<file path="src/rtl/sys_reset_ce.sv">
// Power-up reset sequencer: qualifies PLL lock, holds sys_rst_n low for a fixed
// window, then generates free-running CPU and pixel clock-enable pulses.
//
// state     | meaning
// ----------+-----------------------------------------------------------
// WAIT_LOCK | synchronized lock low, nothing running
// STABLE    | lock high, counting LOCK_CYCLES consecutive locked cycles
// HOLD      | lock qualified, sys_rst_n held low for HOLD_CYCLES
// RUN       | sys_rst_n/ready high, clock enables active
module sys_reset_ce #(
    parameter int LOCK_CYCLES = 1024,
    parameter int HOLD_CYCLES = 64,
    parameter int CPU_DIV     = 15,
    parameter int PIX_DIV     = 10
) (
    input  logic clk,
    input  logic resetn,
    input  logic pll_lock,
    input  logic soft_reset,
    output logic sys_rst_n,
    output logic ready,
    output logic cpu_ce,
    output logic pix_ce
);

    localparam int MAX_CYC = (LOCK_CYCLES > HOLD_CYCLES) ? LOCK_CYCLES : HOLD_CYCLES;
    localparam int CW      = $clog2(MAX_CYC);
    localparam int CPU_W   = $clog2(CPU_DIV);
    localparam int PIX_W   = $clog2(PIX_DIV);

    localparam logic [CW-1:0]    LOCK_LAST = CW'(LOCK_CYCLES - 1);
    localparam logic [CW-1:0]    HOLD_LAST = CW'(HOLD_CYCLES - 1);
    localparam logic [CPU_W-1:0] CPU_LAST  = CPU_W'(CPU_DIV - 1);
    localparam logic [PIX_W-1:0] PIX_LAST  = PIX_W'(PIX_DIV - 1);

    typedef enum logic [1:0] {
        WAIT_LOCK = 2'd0,
        STABLE    = 2'd1,
        HOLD      = 2'd2,
        RUN       = 2'd3
    } state_t;

    logic             sync1_q, lock_s_q;
    state_t           state_q, state_d;
    logic [CW-1:0]    cnt_q, cnt_d;
    logic [CPU_W-1:0] cpu_cnt_q, cpu_cnt_d;
    logic [PIX_W-1:0] pix_cnt_q, pix_cnt_d;
    logic             sys_rst_n_q, sys_rst_n_d;
    logic             ready_q, ready_d;
    logic             cpu_ce_q, cpu_ce_d;
    logic             pix_ce_q, pix_ce_d;
    logic             run_d, run_stay;

    always_comb begin
        state_d = state_q;
        cnt_d   = cnt_q;
        unique case (state_q)
            WAIT_LOCK: begin
                if (lock_s_q) begin
                    state_d = STABLE;
                    cnt_d   = '0;
                end
            end
            STABLE: begin
                if (!lock_s_q) begin
                    state_d = WAIT_LOCK;
                    cnt_d   = '0;
                end else if (cnt_q == LOCK_LAST) begin
                    state_d = HOLD;
                    cnt_d   = '0;
                end else begin
                    cnt_d = cnt_q + CW'(1);
                end
            end
            HOLD: begin
                if (!lock_s_q) begin
                    state_d = WAIT_LOCK;
                    cnt_d   = '0;
                end else if (soft_reset) begin
                    cnt_d = '0;
                end else if (cnt_q == HOLD_LAST) begin
                    state_d = RUN;
                    cnt_d   = '0;
                end else begin
                    cnt_d = cnt_q + CW'(1);
                end
            end
            RUN: begin
                if (!lock_s_q) begin
                    state_d = WAIT_LOCK;
                    cnt_d   = '0;
                end else if (soft_reset) begin
                    state_d = HOLD;
                    cnt_d   = '0;
                end
            end
            default: begin
                state_d = WAIT_LOCK;
                cnt_d   = '0;
            end
        endcase

        // Outputs are decoded from the next state so they line up with state_q.
        run_d       = (state_d == RUN);
        run_stay    = (state_q == RUN) && run_d;
        sys_rst_n_d = run_d;
        ready_d     = run_d;

        cpu_cnt_d = '0;
        pix_cnt_d = '0;
        if (run_stay) begin
            cpu_cnt_d = (cpu_cnt_q == CPU_LAST) ? '0 : cpu_cnt_q + CPU_W'(1);
            pix_cnt_d = (pix_cnt_q == PIX_LAST) ? '0 : pix_cnt_q + PIX_W'(1);
        end
        cpu_ce_d = run_d && (cpu_cnt_d == CPU_LAST);
        pix_ce_d = run_d && (pix_cnt_d == PIX_LAST);
    end

    always_ff @(posedge clk or negedge resetn) begin
        if (!resetn) begin
            sync1_q     <= 1'b0;
            lock_s_q    <= 1'b0;
            state_q     <= WAIT_LOCK;
            cnt_q       <= '0;
            cpu_cnt_q   <= '0;
            pix_cnt_q   <= '0;
            sys_rst_n_q <= 1'b0;
            ready_q     <= 1'b0;
            cpu_ce_q    <= 1'b0;
            pix_ce_q    <= 1'b0;
        end else begin
            sync1_q     <= pll_lock;
            lock_s_q    <= sync1_q;
            state_q     <= state_d;
            cnt_q       <= cnt_d;
            cpu_cnt_q   <= cpu_cnt_d;
            pix_cnt_q   <= pix_cnt_d;
            sys_rst_n_q <= sys_rst_n_d;
            ready_q     <= ready_d;
            cpu_ce_q    <= cpu_ce_d;
            pix_ce_q    <= pix_ce_d;
        end
    end

    assign sys_rst_n = sys_rst_n_q;
    assign ready     = ready_q;
    assign cpu_ce    = cpu_ce_q;
    assign pix_ce    = pix_ce_q;

endmodule

</file>
<file path="config.mk">
export PLATFORM = sky130hd
export DESIGN_NAME = sys_reset_ce
export DESIGN_NICKNAME = d
export VERILOG_FILES = /design/src/rtl/sys_reset_ce.sv
export SDC_FILE = /design/constraint.sdc
export NUM_CORES = 1
export LEC_CHECK = 0
export CORE_MARGIN = 2
export CORE_UTILIZATION = 63
export DETAILED_ROUTE_END_ITERATION = 10
export GPL_ROUTABILITY_DRIVEN = 0
export GPL_TIMING_DRIVEN = 0
export PLACE_DENSITY = 0.83
export SYNTH_ARGS = -nofsm -noshare
export SYNTH_HDL_FRONTEND = slang
export SYNTH_SLANG_ARGS = --single-unit
</file>
<file path="constraint.sdc">
create_clock -name clk -period 5 [get_ports clk]
set_clock_uncertainty 0.05 [all_clocks]
set_input_delay 0.5 -clock clk [delete_from_list [all_inputs] [get_ports clk]]
set_output_delay 0.5 -clock clk [all_outputs]
set_load 0.01 [all_outputs]
</file>
Word level (Yosys, flattened, before mapping)
Index checks and enable logic that the tools add are counted.
Word-level totals
  output and inout bits: 4
  flip-flop bits (word level): 25
Operators by class
  equality and inequality tests: 12
  mux-type cells: 22
  reductions and logical operators: 5
  add/subtract/negate cells: 3
Operators by type and width (number)
  10-bit two-way mux: 8
  10-bit one-hot mux with 4 select lines: 1
  4-bit == test, second input constant: 4
  2-bit two-way mux: 8
  4-bit two-way mux: 4
  10-bit by 1-bit adder with 10-bit output, second input constant: 1
  10-bit == test, second input constant: 1
  10-bit by 6-bit == test with 1-bit output, second input constant: 1
  4-bit by 1-bit adder with 4-bit output, second input constant: 2
  2-bit one-hot mux with 4 select lines: 1
  2-bit == test, second input constant: 3
  1-bit logical AND: 3
  3-bit inequality test, second input constant: 1
  2-bit by 1-bit == test with 1-bit output, second input constant: 1
  2-bit logical NOT: 1
  2-bit inequality test, second input constant: 1
  2-bit AND reduction: 1

Logic depth before layout (Yosys ltp)
  word-level depth: 10
  gate-level depth with buffers: 8
  gate-level depth less buffers: 7

Worst setup path before layout
OpenSTA, ideal clock, no wires.
  kind: register to register
  from: register cnt_q[0]
  to: register cpu_ce_q, in the netlist cpu_ce
  setup slack: 2846 ps
  buffers on the path: 1
  required time: 4849 ps
  arrival: 2003 ps
  stages on the path, launching flop included: 8
  path through: dfrtp_1 ha_1 nand3_1 or3_1 o22a_1 o311a_2 buf_6 nor4_1
Between the ends
  cells in the longest elaborated chain, start to end: 10
  elaborated cells between the ends (all ways): 13
  classes of those cells: 4 x eq/ne; 7 x mux; 2 x reduce/logical
RTL lines
  start: declaration: line 45  | logic [CW-1:0] cnt_q, cnt_d;
  start signal: assignment: line 135  | cnt_q <= cnt_d;
  10-bit by 6-bit == test with 1-bit output: line 81  | end else if (cnt_q == HOLD_LAST) begin
  2-bit two-way mux: line 81
  2-bit two-way mux: line 79  | end else if (soft_reset) begin
  2-bit two-way mux: line 76  | if (!lock_s_q) begin
  2-bit one-hot mux with 4 select lines *: line 57  | unique case (state_q)
  2-bit == test *: line 104  | run_d = (state_d == RUN);
  1-bit logical AND: line 105  | run_stay = (state_q == RUN) && run_d;
  4-bit two-way mux: line 111  | if (run_stay) begin
  4-bit == test: line 115  | cpu_ce_d = run_d && (cpu_cnt_d == CPU_LAST);
  1-bit logical AND *: line 115
  net cpu_ce_d: line 50  | logic cpu_ce_q, cpu_ce_d;
  end signal: assignment: line 140  | cpu_ce_q <= cpu_ce_d;
  end: declaration: line 50
The timed path passes the listed nets; every way through them passes the cells marked *.
A chain may end at the register's enable or synchronous reset.

Worst setup path in the final report
  from: register cnt_q[0]
  to: register cnt_q[0]
Between the ends
  cells in the longest elaborated chain, start to end: 5
  elaborated cells between the ends (all ways): 9
  classes of those cells: 1 x add/sub; 2 x eq/ne; 6 x mux
RTL lines (line)
  10-bit by 1-bit adder with 10-bit output / 10-bit by 6-bit == test with 1-bit output (equally long branches): 72, 85, 81
  10-bit two-way mux: 81
  10-bit two-way mux: 79
  10-bit two-way mux: 76
  10-bit one-hot mux with 4 select lines *: 57
Mark *: on every way between the ends. The rest lies on a longest branch, timed or not.

==> metrics <==
power per cell area 270 nW/um^2; CTS tree done; EDFF count, synth 0; initial core utilization 67.1%; asr flop ratio synth 100%; WL per Instance 14.9 um; Hold Vio Cnt, Final 0; largest net degree at the start of global routing 26; WP data required 5.17 ns; area delta synth->final 8.85%; sequential area share after synthesis 42.1%; Max Slew Vio Count 0; CTS root buf clkbuf_4; DRT Pass-1 Iters 6; Slew @ Worst Pin 1.10 ns; FF+latch area 626 um^2; clk sink count 25; Core Rows 17; first-pass GRT wire length 5380 um; footprint of the multi-input gates 796 um^2; leakage power 0.738 nW; DR iter-0 viols 53; Critical Path Fanout Max 9; CTS Buf Count 3; vias in the first global route 1,242; # diodes 0; buffer depth of the longest clock path 2; unrepaired setup endpoints after global routing no; Routed Antenna Nets 0; Worst slew margin 26.7%; # Post-CTS Setup Buffers 0; status finished clean; FILL cells 167; via-per-instance ratio 6.21; Hold Path Class reg2reg; Die Span Y 52.6 um; die width 52.6 um; CTS Hold Buffers Added 0; post-layout util 73.1%; layout cell share with drive strength beyond 1 5.20%; max_cap viols 0; Avg Synthesized Cell Area 9.17 um^2; final worst path period need 2.56 ns; CTS resizes 0; Setup crit start kind register; Top FF cell, synth dfrtp_1; IO Port Bufs 7; count of final setup violators 0; FF+latch count, synth 25; Core ar. 2210 um^2; CP endpoint kind register; grt total ovfl 0; Max IR drop VDD 0.189 mV; fmax 0.391 GHz; nets@finish 188; I/O pin cnt 8; Post-Layout Cell Count 201; via count of the routed design 1,248; post-DP HPWL 2210 um; yosys synthesis warning count 0; worst hold slack 0.334 ns; WS Path Type reg2reg; Placed Instances 197; H-tree depth 1; Distinct cells, synth 35; Final period util 51.2%; mapped cell area 1490 um^2; Reg clk slew, reported paths 0.13 ns; initial antenna violation count 0; die area 2760 um^2; Mapped Cells 162; Total Routing Usage GR 26.9%; final wirelength 3000 um; Synth Net Count 176; crit path DAT 2.73 ns; clk_lat worst skew 0.31 ns; Fin Setup TNS 0 ns; DRC 0
worst max-delay path: stages (launching register included):
cell,delay [ns]
dfrtp_1,0.44
ha_1,0.26
nand3_1,0.17
or3_1,0.43
a22oi_1,0.56
nor2_1,0.24
mux2_2,0.31
kinds of logic after synthesis:
group	Yosys count	share of synthesized area, %
flip-flops	25	42.1
AO/OA/AOI/OAI	33	15.0
adder cells (fa/ha/maj)	10	8.42
AND/OR/NAND/NOR	73	25.4
XOR/XNOR	2	1.18
buffers and inverters	14	4.30
multiplexers	5	3.54
sequential cells by signal, indices dropped and copies added, names as in the netlist:
| name | count |
|---|---|
| cnt_q | 10 |
| cpu_ce | 1 |
| cpu_cnt_q | 4 |
| lock_s_q | 1 |
| pix_ce | 1 |
| pix_cnt_q | 4 |
| ready | 1 |
| state_q | 2 |
| sync1_q | 1 |
routing by layer:
layer  wire length [um]  part of all wire, %  track usage, %  vias to the layer above
li1                   -                    -               -                      606
met1               1390                   46            35.1                      592
met5                  0                    0               0                        -
met3                145                  4.8            4.00                        5
met4                 40                  1.3            10.7                        0
met2               1430                   48            44.8                       45
power breakdown:
group	switching, W	internal [W]	leakage [nW]
registers	0.0000103	0.000211	0.342
logic	0.0000829	0.0000450	0.381
clock network	0.0000570	0.0000312	0.0150
total	0.000150	0.000287	0.738
worst paths after layout:
kind	from	to	slack [ns]	cells after the start
worst max-delay path	cnt_q[0]$_DFFE_PN0P_	cnt_q[0]$_DFFE_PN0P_	2.44	6
worst min-delay path	sync1_q$_DFF_PN0_	lock_s_q$_DFF_PN0_	0.33	0
worst max register to register	cnt_q[0]$_DFFE_PN0P_	cnt_q[0]$_DFFE_PN0P_	2.44	6
worst min register to register	sync1_q$_DFF_PN0_	lock_s_q$_DFF_PN0_	0.33	0
max in group asynchronous	resetn	cpu_cnt_q[3]$_DFF_PN0_	3.54	1
min in group asynchronous	resetn	pix_ce$_DFF_PN0_	0.71	1
cells in the final DEF (no fill, tap or decap), drive strengths merged:
master         instances
nand2                 17
a22oi                  3
clkdlybuf4s50          7
mux2i                  3
buf                    2
nor4b                  1
a31o                   1
o211a                  1
ha                    10
dfrtp                 25
nor2                   9
clkbuf                 7
a21oi                  4
xnor2                  2
nand4                  3
o31a                   1
a211oi                 1
or3                    6
nor3                   7
and3                   5
nor4                   4
nor3b                  1
a22o                   4
nand3                  8
inv                    9
nand2b                 5
o22a                   1
mux2                   2
nor2b                  5
and2                   1
a21o                   3
o21ai                 12
o31ai                  1
o311a                  1
nand3b                 1
area by class of cell:
class                      count  area share [%]
clock buffer                   4            1.63
tap                           28            2.17
sequential                    25            38.7
multi-input combinational    123            49.2
buffer                         5            1.86
inverter                       9            2.09
timing repair buffer           7            4.33
cells in the mapped netlist (all sizes together) (3+ instances only):
cell type | count | area share (%)
ha | 10 | 8.4
nor4 | 4 | 1.7
a22o | 4 | 2.4
dfrtp | 25 | 42
nand3 | 8 | 2.7
clkbuf | 3 | 0.76
inv | 9 | 2.3
mux2i | 3 | 2.0
or3 | 6 | 2.5
nand4 | 3 | 1.3
nor3 | 7 | 2.4
and3 | 5 | 2.1
a21o | 3 | 1.5
a22oi | 3 | 1.5
nor2b | 5 | 2.1
nand2b | 5 | 2.1
a21oi | 4 | 1.3
nand2 | 17 | 4.3
nor2 | 9 | 2.3
o21ai | 12 | 4.0
metrics by stage:
stage	cell area (um^2)	power, W	setup WS [ns]
finish	1620	0.000437	2.44
global route	1620	0.000467	2.23
CTS	1620	0.000441	2.47
detailed placement	1590	0.000351	2.48
global placement	1590	0.000342	2.52
floorplan	1490	0.000313	2.85
No activity file was read; power rests on OpenSTA's default activity.
